$ cat src/rtl/memory_arbiter_pkg.sv
// Shared types and defaults for the two-port memory arbiter.
package memory_arbiter_pkg;

  localparam int unsigned DATA_W           = 32;
  localparam int unsigned CNT_W            = 8;
  localparam int unsigned TIMEOUT_DEFAULT  = 16;
  localparam logic [31:0] ERR_DATA_DEFAULT = 32'h0000_0000;

  typedef enum logic [1:0] {
    IDLE      = 2'd0,
    GRANT_IF  = 2'd1,
    GRANT_MEM = 2'd2
  } arb_state_t;

endpackage

$ cat src/rtl/bus_timeout_counter.sv
// Per-grant wait counter; flags the last cycle a grant may wait for ready.
module bus_timeout_counter
  import memory_arbiter_pkg::*;
#(
  parameter int unsigned TIMEOUT = TIMEOUT_DEFAULT
) (
  input  logic clk,
  input  logic reset,
  input  logic clear,
  input  logic enable,
  output logic tc_c
);

  logic [CNT_W-1:0] count;

  always_ff @(posedge clk or posedge reset) begin
    if (reset) begin
      count <= '0;
    end else if (clear) begin
      count <= '0;
    end else if (enable) begin
      count <= count + CNT_W'(1);
    end
  end

  assign tc_c = (count == CNT_W'(TIMEOUT - 1));

endmodule

$ cat src/rtl/memory_arbiter.sv
// Fixed-priority arbiter sharing one memory bus between a fetch port and a
// data port, with a per-grant timeout that aborts stuck accesses.
module memory_arbiter
  import memory_arbiter_pkg::*;
#(
  parameter int unsigned        TIMEOUT  = TIMEOUT_DEFAULT,
  parameter logic [DATA_W-1:0]  ERR_DATA = ERR_DATA_DEFAULT
) (
  input  logic              clk,
  input  logic              reset,
  input  logic              i_if_req,
  input  logic [DATA_W-1:0] i_if_addr,
  output logic [DATA_W-1:0] o_if_rdata,
  output logic              o_if_done,
  output logic              o_if_stall,
  input  logic              i_mem_req,
  input  logic              i_mem_we,
  input  logic [DATA_W-1:0] i_mem_addr,
  input  logic [DATA_W-1:0] i_mem_wdata,
  output logic [DATA_W-1:0] o_mem_rdata,
  output logic              o_mem_done,
  output logic              o_mem_stall,
  output logic              o_err,
  output logic              o_bus_req,
  output logic              o_bus_we,
  output logic [DATA_W-1:0] o_bus_addr,
  output logic [DATA_W-1:0] o_bus_wdata,
  input  logic              i_bus_ready,
  input  logic [DATA_W-1:0] i_bus_rdata
);

  arb_state_t state;
  logic       tc_c;
  logic       mem_elig_c;
  logic       if_elig_c;
  logic       granted_c;

  // A port that is showing done this cycle is not re-granted on its held request.
  assign mem_elig_c = i_mem_req & ~o_mem_done;
  assign if_elig_c  = i_if_req  & ~o_if_done;
  assign granted_c  = (state != IDLE);

  assign o_if_stall  = i_if_req  & ~o_if_done;
  assign o_mem_stall = i_mem_req & ~o_mem_done;

  bus_timeout_counter #(
    .TIMEOUT (TIMEOUT)
  ) u_timeout (
    .clk    (clk),
    .reset  (reset),
    .clear  (~granted_c),
    .enable (granted_c & ~i_bus_ready),
    .tc_c   (tc_c)
  );

  always_ff @(posedge clk or posedge reset) begin
    if (reset) begin
      state       <= IDLE;
      o_bus_req   <= 1'b0;
      o_bus_we    <= 1'b0;
      o_bus_addr  <= '0;
      o_bus_wdata <= '0;
      o_if_rdata  <= '0;
      o_mem_rdata <= '0;
      o_if_done   <= 1'b0;
      o_mem_done  <= 1'b0;
      o_err       <= 1'b0;
    end else begin
      o_if_done  <= 1'b0;
      o_mem_done <= 1'b0;
      o_err      <= 1'b0;
      case (state)
        IDLE: begin
          if (mem_elig_c) begin
            state       <= GRANT_MEM;
            o_bus_req   <= 1'b1;
            o_bus_we    <= i_mem_we;
            o_bus_addr  <= i_mem_addr;
            o_bus_wdata <= i_mem_wdata;
          end else if (if_elig_c) begin
            state       <= GRANT_IF;
            o_bus_req   <= 1'b1;
            o_bus_we    <= 1'b0;
            o_bus_addr  <= i_if_addr;
            o_bus_wdata <= '0;
          end
        end
        GRANT_IF, GRANT_MEM: begin
          // Ready on the terminal cycle still counts as a successful access.
          if (i_bus_ready || tc_c) begin
            state     <= IDLE;
            o_bus_req <= 1'b0;
            o_bus_we  <= 1'b0;
            o_err     <= ~i_bus_ready;
            if (state == GRANT_IF) begin
              o_if_done  <= 1'b1;
              o_if_rdata <= i_bus_ready ? i_bus_rdata : ERR_DATA;
            end else begin
              o_mem_done  <= 1'b1;
              o_mem_rdata <= i_bus_ready ? i_bus_rdata : ERR_DATA;
            end
          end
        end
        default: state <= IDLE;
      endcase
    end
  end

endmodule

$ cat config.mk
export PLATFORM = sky130hd
export DESIGN_NAME = memory_arbiter
export DESIGN_NICKNAME = d
export VERILOG_FILES = /design/src/rtl/memory_arbiter_pkg.sv /design/src/rtl/bus_timeout_counter.sv /design/src/rtl/memory_arbiter.sv
export SDC_FILE = /design/constraint.sdc
export NUM_CORES = 1
export LEC_CHECK = 0
export CORE_MARGIN = 3
export CORE_UTILIZATION = 42
export CTS_CLUSTER_DIAMETER = 200
export DETAILED_ROUTE_END_ITERATION = 16
export PLACE_DENSITY = 0.8
export RECOVER_POWER = 25
export SLEW_MARGIN = 40
export SYNTH_ARGS = -nofsm -noshare
export SYNTH_HDL_FRONTEND = slang
export SYNTH_HIERARCHICAL = 1
export SYNTH_SLANG_ARGS = --single-unit
$ cat constraint.sdc
create_clock -name clk -period 7.3 [get_ports clk]
set_input_delay 2.19 -clock clk [delete_from_list [all_inputs] [get_ports clk]]
set_output_delay 2.19 -clock clk [all_outputs]
set_load 0.005 [all_outputs]
==> run_results.csv <==
group,metric,value,unit
sta,setup-tns-final,0,ps
floorplan,die_w,126.5,µm
sta,fmax,178.5,MHz
worst_setup_path,timing.setup.critical_path_class,"in -> out",
drt,routedWlPerCell,18.65,µm
worst_setup_path,worst_setup_path_end_kind,"output port",
worst_setup_path,worst_path_dominant_cell_family,"buffers and inverters",
sta,worst_slew_margin_rel,-1.144,
worst_setup_path,worstPathMaxFanout,2,
worst_setup_path,slowest_stage,"sky130_fd_sc_hd__clkdlybuf4s50_1",
clock_network,clock_latency,420,ps
floorplan,num_rows,43,
final_layout,postLayoutCoreUtil,0.6766,
drt,drt-pass1-iter-count,4,
clock_network,clock-sinks,143,
global_route,grt_antenna_before_repair,0,
synth,mappedNetlistNets,582,
synth,synth_seq_cells,143,
sta,setup_slack,1699,ps
drt,initialDrtViolationCount,160,
worst_hold_path,worst_min_delay_path_class,"reg -> reg",
worst_setup_path,path_cells,"clkdlybuf4s50_1 > nand2b_4 > inv_2 > clkdlybuf4s50_1",
final_layout,num-nets-final,848,
drt,route.vias.total,4604,
sta,setup_clock_skew_after_layout,12.17,ps
worst_setup_path,cp.arrival,3410,ps
sta,timing.final.crit_period,5601,ps
final_layout,syn_to_final_growth,55.68,%
clock_network,ctsResizeCount,0,
sta,fin_hold_ws,486.7,ps
placed_design,place_hpwl,12.43,mm
synth,synth_seq_area_share,0.5863,
final_layout,final_cell_mix,"sky130_fd_sc_hd__clkdlybuf4s50_1 (266), sky130_fd_sc_hd__dfrtp_1 (143), sky130_fd_sc_hd__mux2_2 (103)",
worst_setup_path,worst_r2r_path_depth,5,
final_layout,diodes,0,
status,outcome,"finished with violations",
synth,synth_enable_flop_cells,0,
final_layout,final_layout_size_suffix_gt1_frac,0.2075,
placed_design,place.port_buffers,268,
synth,synthArstFlopShare,1.000,
sta,maxSlewViolCount,135,
power,leakage_power,4.083,nW
power,power_density,393.4,nW/µm²
worst_setup_path,timing.critical_path.from_type,"input pin",
worst_hold_path,worst_hold_path.num_cells,2,
sta,unrepaired_setup_endpoints_after_global_routing,"false",
drt,vias_per_cell,5.099,
global_route,grt_met2_use,0.3509,
synth,netlist.top_cell.by_area,"sky130_fd_sc_hd__dfrtp_1",
global_route,number_of_global_route_vias_before_repair,4915,
power,max-vdd-ir-drop,248.2,µV
flow_run,drv_cap,3,
placed_design,routabilityCongestion,0.8290,
global_route,globalRouteMet1Util,0.2423,
sta,finalHoldViolCount,0,
floorplan,io_pins,269,
drt,detail-route-antenna-nets,0,
synth,postSynthCellCount,444,
global_route,pin_count_of_the_biggest_net_entering_global_routing,75,
global_route,grt.total_usage,0.2119,
sta,finalSetupViolations,0,
placed_design,preCtsSetupSlack,1697,ps
worst_setup_path,worst-path-buf-inv,3,
sta,final_period_util,0.7672,
clock_network,clock_tree.htree_level_count,4,
sta,actual_transition_at_the_worst_max_transition_pin,3198,ps
synth,synth_top_area_frac,0.5863,
global_route,grt-ovfl-total,0,
floorplan,core,14040,µm²
final_layout,fin_area,9502,µm²
worst_setup_path,critPathMostFrequentCell,"sky130_fd_sc_hd__clkdlybuf4s50_1",
floorplan,die_h,126.5,µm
synth,mappedNetlistArea,6103,µm²
placed_design,placed_cell_area,8915,µm²
drt,drcViolationCount,0,
synth,synth_flop_cell,"sky130_fd_sc_hd__dfrtp_1",
clock_network,clk_root_buffer_cell,"sky130_fd_sc_hd__clkbuf_16",
drt,routed_wl,16.84,mm
synth,yosysWarnings,6,
global_route,grt-busiest-layer,"met2",
worst_setup_path,cp_num_cells,4,
clock_network,tritoncts,"yes",
final_layout,final_common_cell,"sky130_fd_sc_hd__clkdlybuf4s50_1",
worst_setup_path,crit_path_max_incr_delay,560,ps
clock_network,cts_inserted_buffers,17,
synth,synth.distinct_cells,41,
worst_setup_path,worst-endpoint-required,5110,ps
clock_network,postCtsSetupRepairBufs,0,
clock_network,post_cts_hold_buffer_count,0,
global_route,grtUsageMet3,0.09642,
synth,synth_area_per_cell,13.75,µm²
clock_network,cts.reportedPaths.clkPinSlew,60,ps
global_route,grt_first_pass_wirelength,26.58,mm
synth,post_synth_main_area_contributors,"sky130_fd_sc_hd__dfrtp_1 (59%), sky130_fd_sc_hd__mux2_2 (19%), sky130_fd_sc_hd__a22o_1 (4.7%)",
floorplan,start_util,0.4346,
clock_network,clk_path_buf_depth,2,
floorplan,die-area,16010,µm²
status,failed_checks,"max-capacitance violations, max-slew violations",
[power by group]
| group | switching (W) | internal (W) |
|---|---|---|
| Combinational | 0.000574 | 0.000985 |
| Sequential | 0.000172 | 0.00112 |
| Clock | 0.000318 | 0.000566 |
[synth_stat cells, types with 5 or more instances]
master                      n
sky130_fd_sc_hd__a22o_1    33
sky130_fd_sc_hd__and2_1    24
sky130_fd_sc_hd__buf_2     11
sky130_fd_sc_hd__buf_4      8
sky130_fd_sc_hd__dfrtp_1  143
sky130_fd_sc_hd__inv_1      7
sky130_fd_sc_hd__mux2_1     5
sky130_fd_sc_hd__mux2_2   103
sky130_fd_sc_hd__nand2_1   20
sky130_fd_sc_hd__nor2_1     8
sky130_fd_sc_hd__o21ai_0   20
sky130_fd_sc_hd__o31ai_1    8
[stage by stage]
| stage | total power, W | instances |
|---|---|---|
| 2_1_floorplan | 0.001988 | 444 |
| 3_3_place_gp | 0.002816 | 870 |
| 3_5_place_dp | 0.002880 | 871 |
| 4_1_cts | 0.003786 | 903 |
| 5_1_grt | 0.003953 | 903 |
| 6_report | 0.003738 | 903 |
[worst register-to-register path: stages (launching register included)]
cell and delay, ps:
sky130_fd_sc_hd__dfrtp_1 420, sky130_fd_sc_hd__ha_1 260, sky130_fd_sc_hd__and4_1 280, sky130_fd_sc_hd__o21ai_0 1370, sky130_fd_sc_hd__nor2_4 430, sky130_fd_sc_hd__mux2_1 470
[routing by layer]
layer	vias up	wire, µm
met5	-	0
met3	23	1882
li1	2125	-
met4	0	293
met2	206	8310
met1	2250	6356
[final timing paths]
path	startpoint	end	slack, ps
setup / recovery	i_mem_req	o_mem_stall	1700
hold / removal	o_if_rdata[26]$_DFFE_PP0P_	o_if_rdata[26]$_DFFE_PP0P_	490
setup reg to reg	u_timeout/count[0]$_DFFE_PP0P_	o_mem_rdata[13]$_DFFE_PP0P_	3950
hold reg to reg	o_if_rdata[26]$_DFFE_PP0P_	o_if_rdata[26]$_DFFE_PP0P_	490
max in group asynchronous	reset	o_bus_we$_DFFE_PP0P_	2550
min in group asynchronous	reset	u_timeout/count[1]$_DFFE_PP0P_	2200
[flip-flops by register name, indices dropped and copies added (netlist names)]
signal,cells
o_bus_addr,32
o_bus_req,1
o_bus_wdata,32
o_bus_we,1
o_err,1
o_if_done,1
o_if_rdata,32
o_mem_done,1
o_mem_rdata,32
state,2
u_timeout/count,8
[layout make-up]
type,count,area (µm²)
Fill cell,1030,4541
Multi-Input combinational cell,264,2321
Tap cell,180,225.2
Clock inverter,8,127.6
Inverter,9,35.03
Sequential cell,143,3578
Clock buffer,24,481.7
Timing Repair Buffer,275,2733
[cell families after synthesis]
| family | Yosys count | share of synthesized area |
|---|---|---|
| and+or+nand+nor | 67 | 0.06150 |
| DFF | 143 | 0.5863 |
| muxes | 113 | 0.2107 |
| adders and majority gates | 4 | 0.008200 |
| buffers and inverters | 37 | 0.03382 |
| xor gates and xnor gates | 4 | 0.005741 |
| AOI/OAI and AO/OA | 76 | 0.09369 |
(Power assumes the default switching activity.)
